==> src/rtl/audio_peak_reporter.sv <==
// audio_peak_reporter
// Tracks the peak absolute amplitude of the audio sample stream over a
// fixed window, latches the top 8 magnitude bits at the end of each window
// and requests an interrupt. The request repeats every RETRY_CYCLES until
// the processor acknowledges the read of port 0.
//
// state    | meaning
// ---------+------------------------------------------------------------
// IDLE     | no unacknowledged result outstanding
// PULSE    | interr_sig high this cycle for a fresh or retried result
// WAIT_ACK | result presented, counting towards a retry, waiting rd_ack
module audio_peak_reporter #(
  parameter int SAMPLE_W       = 16,
  parameter int WINDOW_SAMPLES = 1024,
  parameter int RETRY_CYCLES   = 2500000
) (
  input  logic                clk,
  input  logic                reset_n,
  input  logic                sample_valid,
  input  logic [SAMPLE_W-1:0] sample_data,
  input  logic                rd_ack,
  output logic [7:0]          level_data,
  output logic                interr_sig,
  output logic                overrun
);

  localparam int MAG_W = SAMPLE_W - 1;
  localparam int CNT_W = (WINDOW_SAMPLES > 1) ? $clog2(WINDOW_SAMPLES) : 1;
  localparam int RT_W  = (RETRY_CYCLES > 1) ? $clog2(RETRY_CYCLES) : 1;
  localparam int RT_LAST_I = (RETRY_CYCLES > 0) ? RETRY_CYCLES - 1 : 0;

  localparam logic [CNT_W-1:0] WIN_LAST = CNT_W'(WINDOW_SAMPLES - 1);
  localparam logic [RT_W-1:0]  RT_LAST  = RT_W'(RT_LAST_I);

  typedef enum logic [1:0] {
    IDLE     = 2'd0,
    PULSE    = 2'd1,
    WAIT_ACK = 2'd2
  } state_t;

  state_t state, state_next;

  logic [MAG_W-1:0] mag;
  logic [MAG_W-1:0] peak;
  logic [MAG_W-1:0] peak_next;
  logic [CNT_W-1:0] win_cnt;
  logic [RT_W-1:0]  retry_cnt;
  logic             latch;
  logic             retry_hit;
  logic             ovr_set;

  // Absolute value of the sample; the most-negative code has no positive
  // counterpart and saturates to all-ones.
  always_comb begin
    mag = sample_data[MAG_W-1:0];
    if (sample_data[SAMPLE_W-1]) begin
      if (sample_data[MAG_W-1:0] == '0) begin
        mag = '1;
      end else begin
        mag = ~sample_data[MAG_W-1:0] + 1'b1;
      end
    end
  end

  assign peak_next = (mag > peak) ? mag : peak;
  assign latch     = sample_valid && (win_cnt == WIN_LAST);
  assign retry_hit = (RETRY_CYCLES != 0) && (state == WAIT_ACK) && (retry_cnt == RT_LAST);
  assign ovr_set   = latch && ((state == PULSE) || ((state == WAIT_ACK) && !rd_ack));

  // Peak accumulation, window counting and result latching.
  always_ff @(posedge clk or negedge reset_n) begin
    if (!reset_n) begin
      peak       <= '0;
      win_cnt    <= '0;
      level_data <= '0;
    end else if (sample_valid) begin
      if (latch) begin
        level_data <= peak_next[MAG_W-1 -: 8];
        peak       <= '0;
        win_cnt    <= '0;
      end else begin
        peak    <= peak_next;
        win_cnt <= win_cnt + 1'b1;
      end
    end
  end

  // FSM state register.
  always_ff @(posedge clk or negedge reset_n) begin
    if (!reset_n) begin
      state <= IDLE;
    end else begin
      state <= state_next;
    end
  end

  // FSM next-state logic; a new result outranks an acknowledge, and an
  // acknowledge outranks a retry that falls on the same cycle.
  always_comb begin
    state_next = state;
    case (state)
      IDLE: begin
        if (latch) state_next = PULSE;
      end
      PULSE: begin
        state_next = latch ? PULSE : WAIT_ACK;
      end
      WAIT_ACK: begin
        if (latch)          state_next = PULSE;
        else if (rd_ack)    state_next = IDLE;
        else if (retry_hit) state_next = PULSE;
      end
      default: state_next = IDLE;
    endcase
  end

  // FSM outputs: interrupt request is high for every cycle spent in PULSE.
  always_comb begin
    interr_sig = (state == PULSE);
  end

  // Retry timer: restarted by each pulse, advances while waiting for rd_ack.
  always_ff @(posedge clk or negedge reset_n) begin
    if (!reset_n) begin
      retry_cnt <= '0;
    end else if (state == PULSE) begin
      retry_cnt <= '0;
    end else if (state == WAIT_ACK) begin
      retry_cnt <= retry_cnt + 1'b1;
    end
  end

  // Sticky overrun flag; a new set beats a simultaneous acknowledge.
  always_ff @(posedge clk or negedge reset_n) begin
    if (!reset_n) begin
      overrun <= 1'b0;
    end else if (ovr_set) begin
      overrun <= 1'b1;
    end else if (rd_ack) begin
      overrun <= 1'b0;
    end
  end

endmodule

==> config.mk <==
export PLATFORM = sky130hd
export DESIGN_NAME = audio_peak_reporter
export DESIGN_NICKNAME = d
export VERILOG_FILES = /design/src/rtl/audio_peak_reporter.sv
export SDC_FILE = /design/constraint.sdc
export NUM_CORES = 1
export LEC_CHECK = 0
export ABC_CLOCK_PERIOD_IN_PS = 2400
export CORE_MARGIN = 2
export CORE_UTILIZATION = 31
export DETAILED_ROUTE_END_ITERATION = 16
export GPL_TIMING_DRIVEN = 0
export PLACE_DENSITY_LB_ADDON = 0.05
export REMOVE_ABC_BUFFERS = 1
export SLEW_MARGIN = 25
export SYNTH_ARGS = -nofsm -noshare
export SYNTH_HDL_FRONTEND = slang
export SYNTH_SLANG_ARGS = --single-unit
==> constraint.sdc <==
create_clock -name clk -period 2.4 [get_ports clk]
set_input_delay 0.48 -clock clk [delete_from_list [all_inputs] [get_ports clk]]
set_output_delay 0.48 -clock clk [all_outputs]
set_load 0.02 [all_outputs]
==> flow_summary.ini <==
[run]
maxCapViolations = 0

[logic_synthesis]
syn_inst = 382
ys_async_sr_fraction_pct = 100
synth_area_leaders = dfrtp_1 (41%), ha_1 (7.9%), xor2_1 (4.8%)
ys_types = 51
yosysSeqAreaShare_pct = 41.5
avgSynthCellArea_um2 = 9.16
synth_top_area_share_pct = 41.5
ys_warn_count = 0
synth-edff-count = 0
synth_seq_cells = 58
synthFlopType = dfrtp_1
synth_top_area_cell = dfrtp_1
syn_area_um2 = 3500
synth.most_common_cell = dfrtp_1
yosys-top-cells-count = dfrtp_1 (58), nand2_1 (37), nor2_1 (37)

[cts]
cts_hold_buf = 0
cts_root_buffer = clkbuf_16
clock_path_buffers = 2
cts_buffers = 9
h-tree-depth = 3
clk_pin_slew_worst_paths_ns = 0.05
cts_tree = built
clock_sinks = 58
insertion_delay_ns = 0.33

[timing]
setup_slack_ns = -0.899
setup_viol_count_final = 23
fin_crit_sh_pct = 137
slew-limit-headroom_pct = 38.6
rsz0062_at_grt = true
maxSlewViolCount = 0
finalHoldViolCount = 0
max_freq_ghz = 0.303
fin_skew_ns = 0.00526
final.min_clock_period_ns = 3.30
max_slew.worst_pin.slew_ns = 0.919

[global_routing]
antenna_found_initial = 0
grt_pass1_wl_mm = 15.0
overflow = 0
grt_pass1_vias = 3033
grt.total_usage_pct = 16.0
grt_max_degree = 31

[routing]
detail-route-antenna-nets = 0
num_vias = 3014
viasPerCell = 5.08
wl_per_cell_um = 14.7
drc_errors = 0
drt_iter0_markers = 153
firstDrtPassIters = 4
finalWirelength_mm = 8.71

[floorplan]
rows = 38
io_pins = 30
coreArea_um2 = 10900
initial_core_util_pct = 32.0
dieArea_um2 = 12200
fp.dieH_um = 110
fp.dieW_um = 110

[critical_path]
crit_chain = buf_8 > inv_4 > ha_4 > or4b_4 > nor3_4 > buf_6 > a31oi_2 > mux2i_2 > ha_1 > a21o_1 > a221o_1 > o21ai_4 > nor3_4 > buf_12 > a22o_2
cp_slowest_cell = or4b_4
critPathBufInv = 4
worstPathRequired_ns = 2.62
crit_top_cell = nor3_4
path_max_fanout = 8
start_kind = input pin
rrSetupSlack_ns = 0.01
crit_arrival_ns = 3.52
critPathKind = input pin to flop
end_kind = flop
cp_top_family = compound AO/OA/AOI/OAI gates
slowest_delay_ns = 0.51
reg2reg_depth = 4
cp.depth = 15

[place]
place_hpwl_mm = 5.68
placed_area_um2 = 3940
gp_congestion = 0.780
port_buffers = 29

[power_and_ir_drop]
p_leak_nw = 2.16
ir_worst_vdd_uv = 403
finalPower_mw = 4.08
power_density_nw_per_um2 = 843

[run_status]
violations = setup timing
status = finished with violations

[final_layout]
fin_nets = 490
area_growth_syn_to_layout_pct = 38.1
nFillCells = 1096
antenna_cells = 0
drive_gt1_share_pct = 23.8
post-route-cell-area_um2 = 4840

[worst_hold_path]
hp-class = input pin to asynchronous set/reset pin
[logic make-up after synthesis]
family / count (synthesis) / synth area share [%]
muxes: 6 / 1.82
xor gates and xnor gates: 28 / 7.01
buffers and inverters: 40 / 4.61
and+or+nand+nor: 143 / 20.4
AOI/OAI and AO/OA: 85 / 16.8
adders and majority gates: 22 / 7.86
DFF: 58 / 41.5
[layout by cell type, fill, tap and decap left out, drive strengths merged, types with 6 or more instances in the layout]
cell	count
nand3	24
nand4	7
a22o	8
clkdlybuf4s50	15
clkbuf	12
ha	22
o311ai	7
buf	46
nor2	37
inv	26
dfrtp	58
a21oi	16
o311a	6
and3	7
a31oi	6
xnor2	9
nand2	37
o21ai	21
xor2	19
nor3	7
[worst register-to-register path: stages (launching register included)]
cell and delay, ns:
dfrtp_1 0.39, and3_1 0.21, and3_1 0.27, nand4_1 0.75, o311ai_0 0.64
[routing by layer]
layer	up-vias	routed length, µm	track usage, %
li1	1515	-	-
met1	1434	4050	20.4
met2	53	4140	26.2
met3	12	359	4.00
met4	0	158	5.71
met5	-	0	0
[where the power goes]
| group | leakage [nW] | internal (mW) | switching (mW) |
|---|---|---|---|
| Combinational | 1.23 | 0.636 | 0.643 |
| Clock | 0.169 | 1.07 | 0.472 |
| Sequential | 0.765 | 1.15 | 0.100 |
| Total | 2.16 | 2.86 | 1.22 |
[timing repair]
item | 4_1_cts | 5_1_grt
endpoints found under the hold margin | 0 | 0
pin swaps | 26 | 12
setup buffers | 34 | 4
setup endpoints to repair | 28 | 28
cloned | 1 | 0
resized for setup | 88 | 10
[state kept, by name, summed over array words and instances (netlist names)]
register,cells
retry_cnt,22
level_data,8
state,2
peak,15
overrun,1
win_cnt,10
[worst paths after layout]
| check | startpoint | to |
|---|---|---|
| worst min-delay path | reset_n | retry_cnt[2] |
| worst max-delay path | sample_data[1] | peak[12] |
| worst max register to register | win_cnt[2] | level_data[1] |
| min in group clk | win_cnt[6] | win_cnt[6] |
| worst min register to register | win_cnt[6] | win_cnt[6] |
| max in group asynchronous | reset_n | peak[10] |
[metrics by stage]
stage                     setup WS, ns  setup TNS, ns  util [%]  std cells  hold slack [ns]
after global routing             -1.03         -22.56      44.2        593           0.0963
after global placement           -2.56        -129.34      35.7        537            0.458
after detailed placement         -2.47         -50.79      36.0        539            0.448
after floorplan                  -1.20         -23.41         -        368            0.184
after CTS                       -0.873         -18.63      43.4        590           0.0873
final                           -0.899         -19.37      44.2        593           0.0716
[cell type report]
type	count	area (µm²)	share of cell area, %
Sequential cell	58	1450	30.0
Clock inverter	4	97.6	2.02
Inverter	26	103	2.12
Tap cell	140	175	3.62
Multi-Input combinational cell	285	2130	44.0
Timing Repair Buffer	68	626	12.9
Clock buffer	12	256	5.30
(Power assumes the default switching activity.)
==> patch: new RTL, same settings <==
The parameter `WINDOW_SAMPLES` goes from 1024 to 256.
--- a/src/rtl/audio_peak_reporter.sv
+++ b/src/rtl/audio_peak_reporter.sv
@@ -13,3 +13,3 @@
   parameter int SAMPLE_W       = 16,
-  parameter int WINDOW_SAMPLES = 1024,
+  parameter int WINDOW_SAMPLES = 256,
   parameter int RETRY_CYCLES   = 2500000
Check against the original RTL: no difference found for any inputs over 10 cycles, from zero or initial values and one cycle with reset_n low; that may be too few to reach the edited logic, so the function may still have changed.
==> patch against the unedited design <==
- the flow still finishes with violations (negative setup slack)
- maximum frequency up 0.43%
- count of clock-buffer cells in the layout down 5
- worst setup slack better by 14 ps
- sequential share of layout area up 0.086 points
- power down 8.4%
- design area down 3.7%
- synthesized area down 1.3%
- sequential cell count down 2
- wire length down 1.8%
==> patch: results <==
[sta]
fin_worst_skew_ps = 13.5
worst_slack_ps = -885
finalSetupViolCount = 23
worst_slew_pin_slew_ps = 634

[synth]
synth_common_cells = 56 x dfrtp_1, 34 x nand2_1, 34 x nor2_1
ys_seq_area_share_pct = 40.6
muxShareOfSynthArea_pct = 4.85
synthAdderAreaFrac_pct = 7.97

[layout]
multiInputGateArea_sq_um = 2290
multi_input_cells = 276
fin_nets = 474
area_share_nonclk_buffers_pct = 12.8
fill_cells = 1093
top_regs = retry_cnt: 22 flops, peak: 15 flops

[critical_path]
arrival_ps = 3490
endpoint = peak[5]
critical-path-top-delay-family = simple AND/OR/NAND/NOR gates
reg2reg_slack_ps = 190
crit_path_start = sample_data[0]
timing.rr.start = state[1]

[detailed_routing]
wl_per_cell_um = 15.0
drt_iter0_markers = 118
met3_length_um = 187
vias_per_cell = 5.12

[clock_network]
post_cts_buffers = 13
post_cts_resized = 82

[global_route]
grt_usage_pct = 14.5

[outcome]
violations = negative setup slack
status = finished with violations
[patch: changes by cell type after synthesis, sizes merged, moves of 5 or more]
cell	change
mux2i	+6
xor2	-5
o31ai	+6
o311a	-6
a21oi	+7
nand4	+8
[patch: through the flow]
| stage | setup slack (ps) | instances | hold WS [ps] | cell area [sq um] | util [%] |
|---|---|---|---|---|---|
| 6_report | -885 | 572 | 78.6 | 4660 | 42.9 |
| 2_1_floorplan | -1700 | 357 | 184 | 3390 | - |
| 3_3_place_gp | -3420 | 526 | 467 | 3860 | 35.6 |
| 5_1_grt | -984 | 572 | 82.0 | 4660 | 42.9 |
| 3_5_place_dp | -2270 | 528 | 430 | 3890 | 35.9 |
| 4_1_cts | -856 | 550 | 79.4 | 4290 | 39.5 |
[patch: power by group]
group / internal, mW / leakage [nW] / switching [mW] / total (mW)
Clock: 0.258 / 0.0503 / 0.305 / 0.563
Sequential: 1.17 / 0.732 / 0.180 / 1.35
Combinational: 0.870 / 1.28 / 0.950 / 1.82
Total: 2.30 / 2.06 / 1.44 / 3.73
